--- src/rtl/ps2_pkg.sv ---
// Shared types and constants for the PS/2 scan-code-set-2 key decoder.
package ps2_pkg;

    typedef enum logic [1:0] {
        S_IDLE    = 2'd0,
        S_EXT     = 2'd1,
        S_BRK     = 2'd2,
        S_EXT_BRK = 2'd3
    } ps2_dec_state_t;

    localparam logic [7:0] PS2_PREFIX_EXT = 8'hE0;
    localparam logic [7:0] PS2_PREFIX_BRK = 8'hF0;

    localparam logic [7:0] PS2_STAT_ERR0  = 8'h00;
    localparam logic [7:0] PS2_STAT_BAT   = 8'hAA;
    localparam logic [7:0] PS2_STAT_ECHO  = 8'hEE;
    localparam logic [7:0] PS2_STAT_ACK   = 8'hFA;
    localparam logic [7:0] PS2_STAT_BATF  = 8'hFC;
    localparam logic [7:0] PS2_STAT_ERR1  = 8'hFF;

    typedef struct packed {
        logic       extended;
        logic       brk;
        logic [7:0] code;
    } ps2_event_t;

    function automatic logic is_status(input logic [7:0] code);
        return (code == PS2_STAT_ERR0) || (code == PS2_STAT_BAT)  ||
               (code == PS2_STAT_ECHO) || (code == PS2_STAT_ACK)  ||
               (code == PS2_STAT_BATF) || (code == PS2_STAT_ERR1);
    endfunction

endpackage

--- src/rtl/ps2_event_fifo.sv ---
// Show-ahead circular FIFO with occupancy counter; reports pushes dropped when full.
module ps2_event_fifo #(
    parameter int DEPTH = 8,
    parameter int WIDTH = 10
) (
    input  logic                   clk,
    input  logic                   rst_n,
    input  logic                   push,
    input  logic [WIDTH-1:0]       wdata,
    input  logic                   pop,
    output logic [WIDTH-1:0]       rdata,
    output logic                   valid,
    output logic [$clog2(DEPTH):0] count,
    output logic                   drop
);
    localparam int AW = $clog2(DEPTH);
    localparam int CW = AW + 1;

    logic [WIDTH-1:0] mem [DEPTH];
    logic [AW-1:0]    wr_ptr;
    logic [AW-1:0]    rd_ptr;
    logic             empty;
    logic             full;
    logic             push_ok;
    logic             pop_ok;

    assign empty   = (count == '0);
    assign full    = (count == CW'(DEPTH));
    assign pop_ok  = pop & ~empty;
    // a pop on a full FIFO frees the slot the simultaneous push needs
    assign push_ok = push & (~full | pop_ok);
    assign drop    = push & full & ~pop_ok;

    assign valid = ~empty;
    assign rdata = empty ? '0 : mem[rd_ptr];

    always_ff @(posedge clk) begin
        if (push_ok) mem[wr_ptr] <= wdata;
    end

    always_ff @(posedge clk or negedge rst_n) begin
        if (!rst_n) begin
            wr_ptr <= '0;
            rd_ptr <= '0;
            count  <= '0;
        end else begin
            if (push_ok) wr_ptr <= wr_ptr + AW'(1);
            if (pop_ok)  rd_ptr <= rd_ptr + AW'(1);
            case ({push_ok, pop_ok})
                2'b10:   count <= count + CW'(1);
                2'b01:   count <= count - CW'(1);
                default: count <= count;
            endcase
        end
    end

endmodule

--- src/rtl/ps2_key_decoder.sv ---
// Turns PS/2 set-2 bytes into {extended, break, code} key events buffered in a FIFO.
//
//  state     | meaning
//  S_IDLE    | no prefix seen; status bytes filtered here
//  S_EXT     | E0 seen
//  S_BRK     | F0 seen
//  S_EXT_BRK | both E0 and F0 seen, in either order
module ps2_key_decoder
    import ps2_pkg::*;
#(
    parameter int FIFO_DEPTH = 8
) (
    input  logic                        Clock_50,
    input  logic                        Resetn,
    input  logic [7:0]                  PS2_code,
    input  logic                        PS2_code_ready,
    output logic [9:0]                  event_data,
    output logic                        event_valid,
    input  logic                        event_pop,
    output logic [$clog2(FIFO_DEPTH):0] event_count,
    output logic                        overflow,
    input  logic                        clear_overflow
);
    ps2_dec_state_t state, state_nxt;
    logic           ready_d;
    logic           code_rise;
    logic           push;
    ps2_event_t     evt;
    logic           drop;

    assign code_rise = PS2_code_ready & ~ready_d;

    always_ff @(posedge Clock_50 or negedge Resetn) begin
        if (!Resetn) begin
            state    <= S_IDLE;
            ready_d  <= 1'b0;
            overflow <= 1'b0;
        end else begin
            state   <= state_nxt;
            ready_d <= PS2_code_ready;
            if (drop)                overflow <= 1'b1;
            else if (clear_overflow) overflow <= 1'b0;
        end
    end

    always_comb begin
        state_nxt    = state;
        push         = 1'b0;
        evt.extended = 1'b0;
        evt.brk      = 1'b0;
        evt.code     = PS2_code;
        if (code_rise) begin
            case (state)
                S_IDLE: begin
                    if (PS2_code == PS2_PREFIX_EXT)      state_nxt = S_EXT;
                    else if (PS2_code == PS2_PREFIX_BRK) state_nxt = S_BRK;
                    else if (!is_status(PS2_code))       push      = 1'b1;
                end
                S_EXT: begin
                    if (PS2_code == PS2_PREFIX_BRK) state_nxt = S_EXT_BRK;
                    else if (PS2_code != PS2_PREFIX_EXT) begin
                        push         = 1'b1;
                        evt.extended = 1'b1;
                        state_nxt    = S_IDLE;
                    end
                end
                S_BRK: begin
                    if (PS2_code == PS2_PREFIX_EXT) state_nxt = S_EXT_BRK;
                    else if (PS2_code != PS2_PREFIX_BRK) begin
                        push      = 1'b1;
                        evt.brk   = 1'b1;
                        state_nxt = S_IDLE;
                    end
                end
                S_EXT_BRK: begin
                    if (PS2_code != PS2_PREFIX_EXT && PS2_code != PS2_PREFIX_BRK) begin
                        push         = 1'b1;
                        evt.extended = 1'b1;
                        evt.brk      = 1'b1;
                        state_nxt    = S_IDLE;
                    end
                end
                default: state_nxt = S_IDLE;
            endcase
        end
    end

    ps2_event_fifo #(
        .DEPTH (FIFO_DEPTH),
        .WIDTH ($bits(ps2_event_t))
    ) u_fifo (
        .clk   (Clock_50),
        .rst_n (Resetn),
        .push  (push),
        .wdata (evt),
        .pop   (event_pop),
        .rdata (event_data),
        .valid (event_valid),
        .count (event_count),
        .drop  (drop)
    );

endmodule
--- config.mk ---
export PLATFORM = sky130hd
export DESIGN_NAME = ps2_key_decoder
export DESIGN_NICKNAME = d
export VERILOG_FILES = /design/src/rtl/ps2_pkg.sv /design/src/rtl/ps2_event_fifo.sv /design/src/rtl/ps2_key_decoder.sv
export SDC_FILE = /design/constraint.sdc
export NUM_CORES = 1
export LEC_CHECK = 0
export ABC_AREA = 1
export BUFFER_PORTS_ARGS = -buffer_cell sky130_fd_sc_hd__buf_2
export CAP_MARGIN = 20
export CORE_UTILIZATION = 54
export CTS_CLUSTER_SIZE = 24
export DETAILED_ROUTE_END_ITERATION = 7
export HOLD_SLACK_MARGIN = 0.05
export PLACE_DENSITY = 0.75
export SYNTH_ARGS = -nofsm -noshare
export SYNTH_HDL_FRONTEND = slang
export SYNTH_SLANG_ARGS = --single-unit
--- constraint.sdc ---
create_clock -name Clock_50 -period 2 [get_ports Clock_50]
set_clock_uncertainty 0.1 [all_clocks]
set_input_delay 0.1 -clock Clock_50 [delete_from_list [all_inputs] [get_ports Clock_50]]
set_output_delay 0.1 -clock Clock_50 [all_outputs]
set_load 0.05 [all_outputs]
==> results of run 1 <==
Yosys cell counts:
library cell	number	area, µm²
clkbuf_1	8	30.0
o21ai_1	5	25.0
buf_2	7	35.0
nand3_4	1	17.5
nor2_4	7	78.8
nand2_2	6	37.5
a21oi_1	1	5.00
nor3_2	1	10.0
inv_2	2	7.51
nand2_4	2	22.5
edfxtp_1	80	2400
nor2_2	4	25.0
ha_1	5	62.6
dfrtp_1	14	350
o22ai_1	10	62.6
xnor2_1	1	8.76
nand4_1	4	25.0
o21ai_0	50	250
clkbuf_2	1	5.00
nor2_1	78	293
inv_1	23	86.3
nand2_1	38	143
buf_4	1	7.51
a31oi_1	10	62.6
nand3_1	16	80.1
buf_12	1	20.0
o21bai_1	1	7.51
xor2_1	7	61.3
per-layer routing:
layer | track usage | up-vias
met5 | 0 | -
met4 | 0.114 | 0
met3 | 0.0362 | 23
met2 | 0.427 | 137
met1 | 0.331 | 1557
li1 | - | 1485
timing repair:
item,CTS,global route
endpoints found under the hold margin,65,0
hold buffers,12,0
setup endpoints to repair,12,90
cloned,0,2
buffers inserted,2,4
pin swaps,7,17
gates resized for setup,32,42
metrics by stage:
stage	utilization	TNS [ns]
finish	0.750	-0.404
global route	0.750	-2.73
CTS	0.717	-0.304
detailed placement	0.658	-0.139
global placement	0.658	0
floorplan	-	-0.514
final timing paths:
kind                                              from                      endpoint  slack (ns)
min in group asynchronous                       Resetn          overflow$_DFFE_PN0P_        0.07
min                                        PS2_code[0]    u_fifo.mem[2][0]$_DFFE_PP_        0.06
min reg2reg                       state[1]$_DFFE_PN0P_          state[1]$_DFFE_PN0P_        0.43
max reg2reg                u_fifo.count[1]$_DFFE_PN0P_   u_fifo.count[2]$_DFFE_PN0P_        -0.1
max in group asynchronous                       Resetn  u_fifo.rd_ptr[0]$_DFFE_PN0P_        1.47
max                        u_fifo.count[1]$_DFFE_PN0P_   u_fifo.count[2]$_DFFE_PN0P_        -0.1
cell families (layout without fill, tap and decap cells):
logic type | count (synthesis) | after routing | synth area share
flops | 94 | 94 | 0.652
simple gates | 157 | 157 | 0.173
buf+inv | 43 | 127 | 0.0453
compound gates | 77 | 77 | 0.0978
fa+ha+maj | 5 | 5 | 0.0148
xor+xnor | 8 | 8 | 0.0166
power by group through the flow:
stage               Clock, µW  Sequential [µW]  Combinational (µW)
floorplan                   0             2670                2690
global placement            0             2520                3740
detailed placement          0             2530                3850
CTS                      1290             2500                4200
global route             1380             2550                4980
finish                   1290             2530                4710
critical path, cell delays in order (launching register included):
cell and delay [ns]:
dfrtp_2 0.44, nor2_2 0.13, nand2_2 0.09, buf_6 0.13, nor2_4 0.17, nor2_4 0.07
ha_4 0.19, xor2_4 0.17, ha_4 0.16, a21oi_2 0.11, xor2_1 0.17, o21ai_1 0.07
cell type report:
type / instances / area [µm²]
Inverter: 25 / 101
Tap cell: 99 / 124
Clock buffer: 9 / 124
Clock inverter: 7 / 81.3
Multi-Input combinational cell: 247 / 1550
Timing Repair Buffer: 86 / 817
Sequential cell: 94 / 2760
Fill cell: 473 / 1860
flip-flops by register name (all words and copies together), names as in the netlist:
name           flops
u_fifo.rd_ptr      3
ready_d            1
state              2
overflow           1
u_fifo.wr_ptr      3
u_fifo.mem        80
u_fifo.count       4
==> run metrics, run 1 <==
Least-Margin Pin Slew 0.365 ns; post-route clock period utilization 1.05; Max-cap violations 0; pin count of the biggest net entering global routing 25; failing checks negative setup slack; fin cells 567; Synth Register Bits 94; Top Layer Used met4; Ys Warns 0; Leak Pwr ~0.0021 µW; initial antenna violation count 0; DR iter-0 viols 219; VDD IR max 768 µV; Power Internal ~4700 µW; Tot GR Track Use 0.255; CTS tree yes; CTS root buf clkbuf_8; CTS sink count 94; DR WL met2 5430 µm; antenna viol nets, final 0; die area 8170 µm²; commonest non-fill, non-tap cell in the layout edfxtp_1; met3 WL 735 µm; met1 WL 4200 µm; Crit Path Category flop to flop; Initial DRT Pass Iterations 5; Seq/Total Area, Yosys 0.652; Combinational Power Share 0.552; post-route cell area 5550 µm²; # port buffers 28; HP Class input port to flop; clk buf depth 2; DP HPWL ~6400 µm; RSZ-0062 raised after global routing yes; Synth Cell Area ~4200 µm²; Worst-Skew Late Latency 0.36 ns; worst hold slack 0.0629 ns; nets slightly below 500; clock network fraction of design power 0.151; Slew HR 0.754; chip width 90.4 µm; Fin. Hold Viols 0; total power 8530 µW; vias in the first global route 3124; GP Congestion 0.818; # diodes 0; Worst R2R Path Depth 11; Die Ht between 90 and 100 µm; Vias 3202; final slew viol count 0; Core Box Area approximately 7400 µm²; syn nets 402; required time of the critical path 2.16 ns; share of cells above drive strength 1 0.323; WHS Path Cells 2; # setup viols final 8; Worst setup EP type flop; Final min period 2.10 ns; power per standard cell area 1540 nW/µm²; row cnt 31; pre-CTS setup slack -0.0874 ns; commonest cells after routing, fill and taps aside edfxtp_1 (80), nor2_1 (75), nand2_1 (37), o21ai_0 (36), buf_4 (33); Area Growth Syn to Fin 31.5%; first-pass GRT wire length 15600 µm; Via density ~5.6; Post-Syn Instances between 300 and 400; placed cells roughly 530; Mean Syn Cell Area about 11 µm²; clock transition at the registers of the reported paths 0.10 ns; H-tree levels 3; Initial Util 0.570; Worst Slack Setup Final -0.0980 ns; Sw Share 0.449; Crit path arrival time 2.26 ns; Max FO, Critical Path 3; WL/cell 18.7 µm; DRC Markers 0; Critical Path Source Type flop; grt total ovfl 0; Max Fclk 0.477 GHz; Ports 29; dpl cell area 4880 µm²; status complete, but fails checks; TritonCTS Buffers 9; Psw 3830 µW; Sequential Power Share 0.297; wirelength, routed 10600 µm; Synth cell types 28
Note: power is estimated with default switching activity, not from simulation.
==> inputs of run 2 (changes only) <==
--- a/config.mk
+++ b/config.mk
@@ -12,7 +12,7 @@
 export CTS_CLUSTER_SIZE = 24
 export DETAILED_ROUTE_END_ITERATION = 7
 export HOLD_SLACK_MARGIN = 0.05
-export PLACE_DENSITY = 0.75
+export PLACE_DENSITY = 0.82
 export SYNTH_ARGS = -nofsm -noshare
 export SYNTH_HDL_FRONTEND = slang
 export SYNTH_SLANG_ARGS = --single-unit
==> run 2 against run 1 <==
The run still ends with negative setup slack left. Global-route usage rose by 0.56 points. Largest power group unchanged. Highest routed layer unchanged. Largest cell class unchanged. Critical path type unchanged. Combinational power fell by 1%. Total power fell by 2.1%. Sequential power barely moved.
==> run metrics, run 2 (synthesis gave the netlist of run 1 again) <==
status complete, but fails checks; failing checks negative setup slack; WL/cell about 18 µm; vias in the first global route 3254; die area roughly 8000 µm²; commonest cells after routing, fill and taps aside edfxtp_1 (80), nor2_1 (76), nand2_1 (36), o21ai_0 (35), buf_4 (25); Final min period 2.02 ns; # setup viols final 1; final slew viol count 0; # port buffers 28; Largest Register u_fifo.mem; Critical Path Source Type flop; Die Ht about 90 µm; chip width roughly 90 µm; Vias 3216; Tot GR Track Use 0.261; delay-heaviest family, CP simple AND/OR/NAND/NOR gates; post-route cell area 5460 µm²; commonest non-fill, non-tap cell in the layout edfxtp_1; Fin. Hold Viols 0; Core Box Area 7410 µm²; nets ~470; grt total ovfl 0; Largest regs u_fifo.mem: 80 flops, u_fifo.count: 4 flops; first-pass GRT wire length 16100 µm; RSZ-0062 raised after global routing yes; post-route clock period utilization 1.01; Power Internal about 4600 µW; pin count of the biggest net entering global routing 25; pre-CTS setup slack -0.0929 ns; Max-cap violations 0; Final Core Density 0.737; Initial DRT Pass Iterations 5; CTS tree yes; Leak Pwr 0.00204 µW; Max FO, Critical Path 3; Worst-Skew Late Latency roughly 0.35 ns; clock transition at the registers of the reported paths ~0.10 ns; GP Congestion between 0.8 and 0.9; max incr delay on CP 0.44 ns; DP HPWL 6410 µm; initial antenna violation count 0; clk buf depth 2; Ports 29; CTS root buf clkbuf_8; antenna viol nets, final 0; # diodes 0; CTS sink count 94; Worst setup EP type flop; Crit path arrival time 2.21 ns; dpl cell area 4910 µm²; Psw 3760 µW; Least-Margin Pin Slew approximately 0.46 ns; share of cells above drive strength 1 0.307; Worst Slack Setup Final -0.0184 ns; Via density 5.76; Crit Path Category flop to flop; row cnt 31; Sequential Power Share 0.302; fin cells 558; CP Cell Sequence nor2_4 > nand2_2 > nor3_4 > inv_2 > nand3_4 > ha_4 > xor2_4 > ha_4 > a21oi_2 > xor2_1 > o21ai_1; power per standard cell area 1530 nW/µm²; DR iter-0 viols around 270; placed cells roughly 530; HP Class input port to asynchronous set/reset pin; DRC Markers 0; worst path bufs/invs 1; TritonCTS Buffers 9; required time of the critical path around 2.2 ns; wirelength, routed 10300 µm; Slew HR 0.692; worst hold slack 0.0779 ns; H-tree levels 3; Initial Util 0.570; Crit path top cell by count ha_4; VDD IR max 646 µV; Area Growth Syn to Fin 29.4%; clock network fraction of design power 0.142; Max Fclk between 0.4 and 0.5 GHz; Sw Share 0.451; Combinational Power Share 0.557; max reg flops 80; CP max-delay cell dfrtp_2
run 2: cell count changes in the layout (fill, tap and decap cells not counted), sizes merged:
cell         change
buf              -6
bufinv           -1
clkbuf           -1
clkinv           +1
clkinvlp         -1
dlygate4sd3      -2
inv              +1
run 2: what timing repair did:
action | 4_1_cts | 5_1_grt
pin swaps | 0 | 9
hold buffers | 10 | 0
setup endpoints to repair | 12 | 13
gates cloned | 0 | 1
endpoints found under the hold margin | 62 | 0
buffers inserted | 0 | 2
resized for setup | 26 | 47
run 2: area by class of cell:
class,instances,area (µm²)
fillers,426,1950
multi-input cells,247,1550
inverters,25,96.3
repair buffers,77,753
well taps,99,124
clock buffers,9,124
flip-flops and latches,94,2760
clock inverters,7,58.8
run 2: per-layer routing:
metal	routed length, µm	global-route usage
met5	0	0
met4	218	0.126
met3	603	0.0345
met2	5440	0.445
met1	4000	0.329
run 2: power groups by stage:
stage               clock (µW)  combinational [µW]  sequential (µW)
global route              1270                4930             2550
floorplan                    0                2690             2670
global placement             0                3720             2510
finish                    1180                4650             2520
CTS                       1190                4170             2490
detailed placement           0                3830             2530
run 2: per-stage QoR:
| stage | setup TNS [ns] | total power [µW] |
|---|---|---|
| final | -0.0184 | 8360 |
| after global routing | -0.590 | 8750 |
| after CTS | -0.218 | 7850 |
| after global placement | 0 | 6240 |
| after floorplan | -0.514 | 5360 |
| after detailed placement | -0.0959 | 6360 |
run 2: path summary, 6_finish.rpt:
path | from | end | slack [ns] | cells after the start
worst max-delay path | u_fifo.count[0]$_DFFE_PN0P_ | u_fifo.count[2]$_DFFE_PN0P_ | -0.02 | 11
worst max register to register | u_fifo.count[0]$_DFFE_PN0P_ | u_fifo.count[2]$_DFFE_PN0P_ | -0.02 | 11
max in group asynchronous | Resetn | u_fifo.rd_ptr[0]$_DFFE_PN0P_ | 1.44 | 2
worst min register to register | state[1]$_DFFE_PN0P_ | state[1]$_DFFE_PN0P_ | 0.45 | 2
min in group Clock_50 | PS2_code[0] | u_fifo.mem[1][0]$_DFFE_PP_ | 0.08 | 2
worst min-delay path | Resetn | overflow$_DFFE_PN0P_ | 0.08 | 2
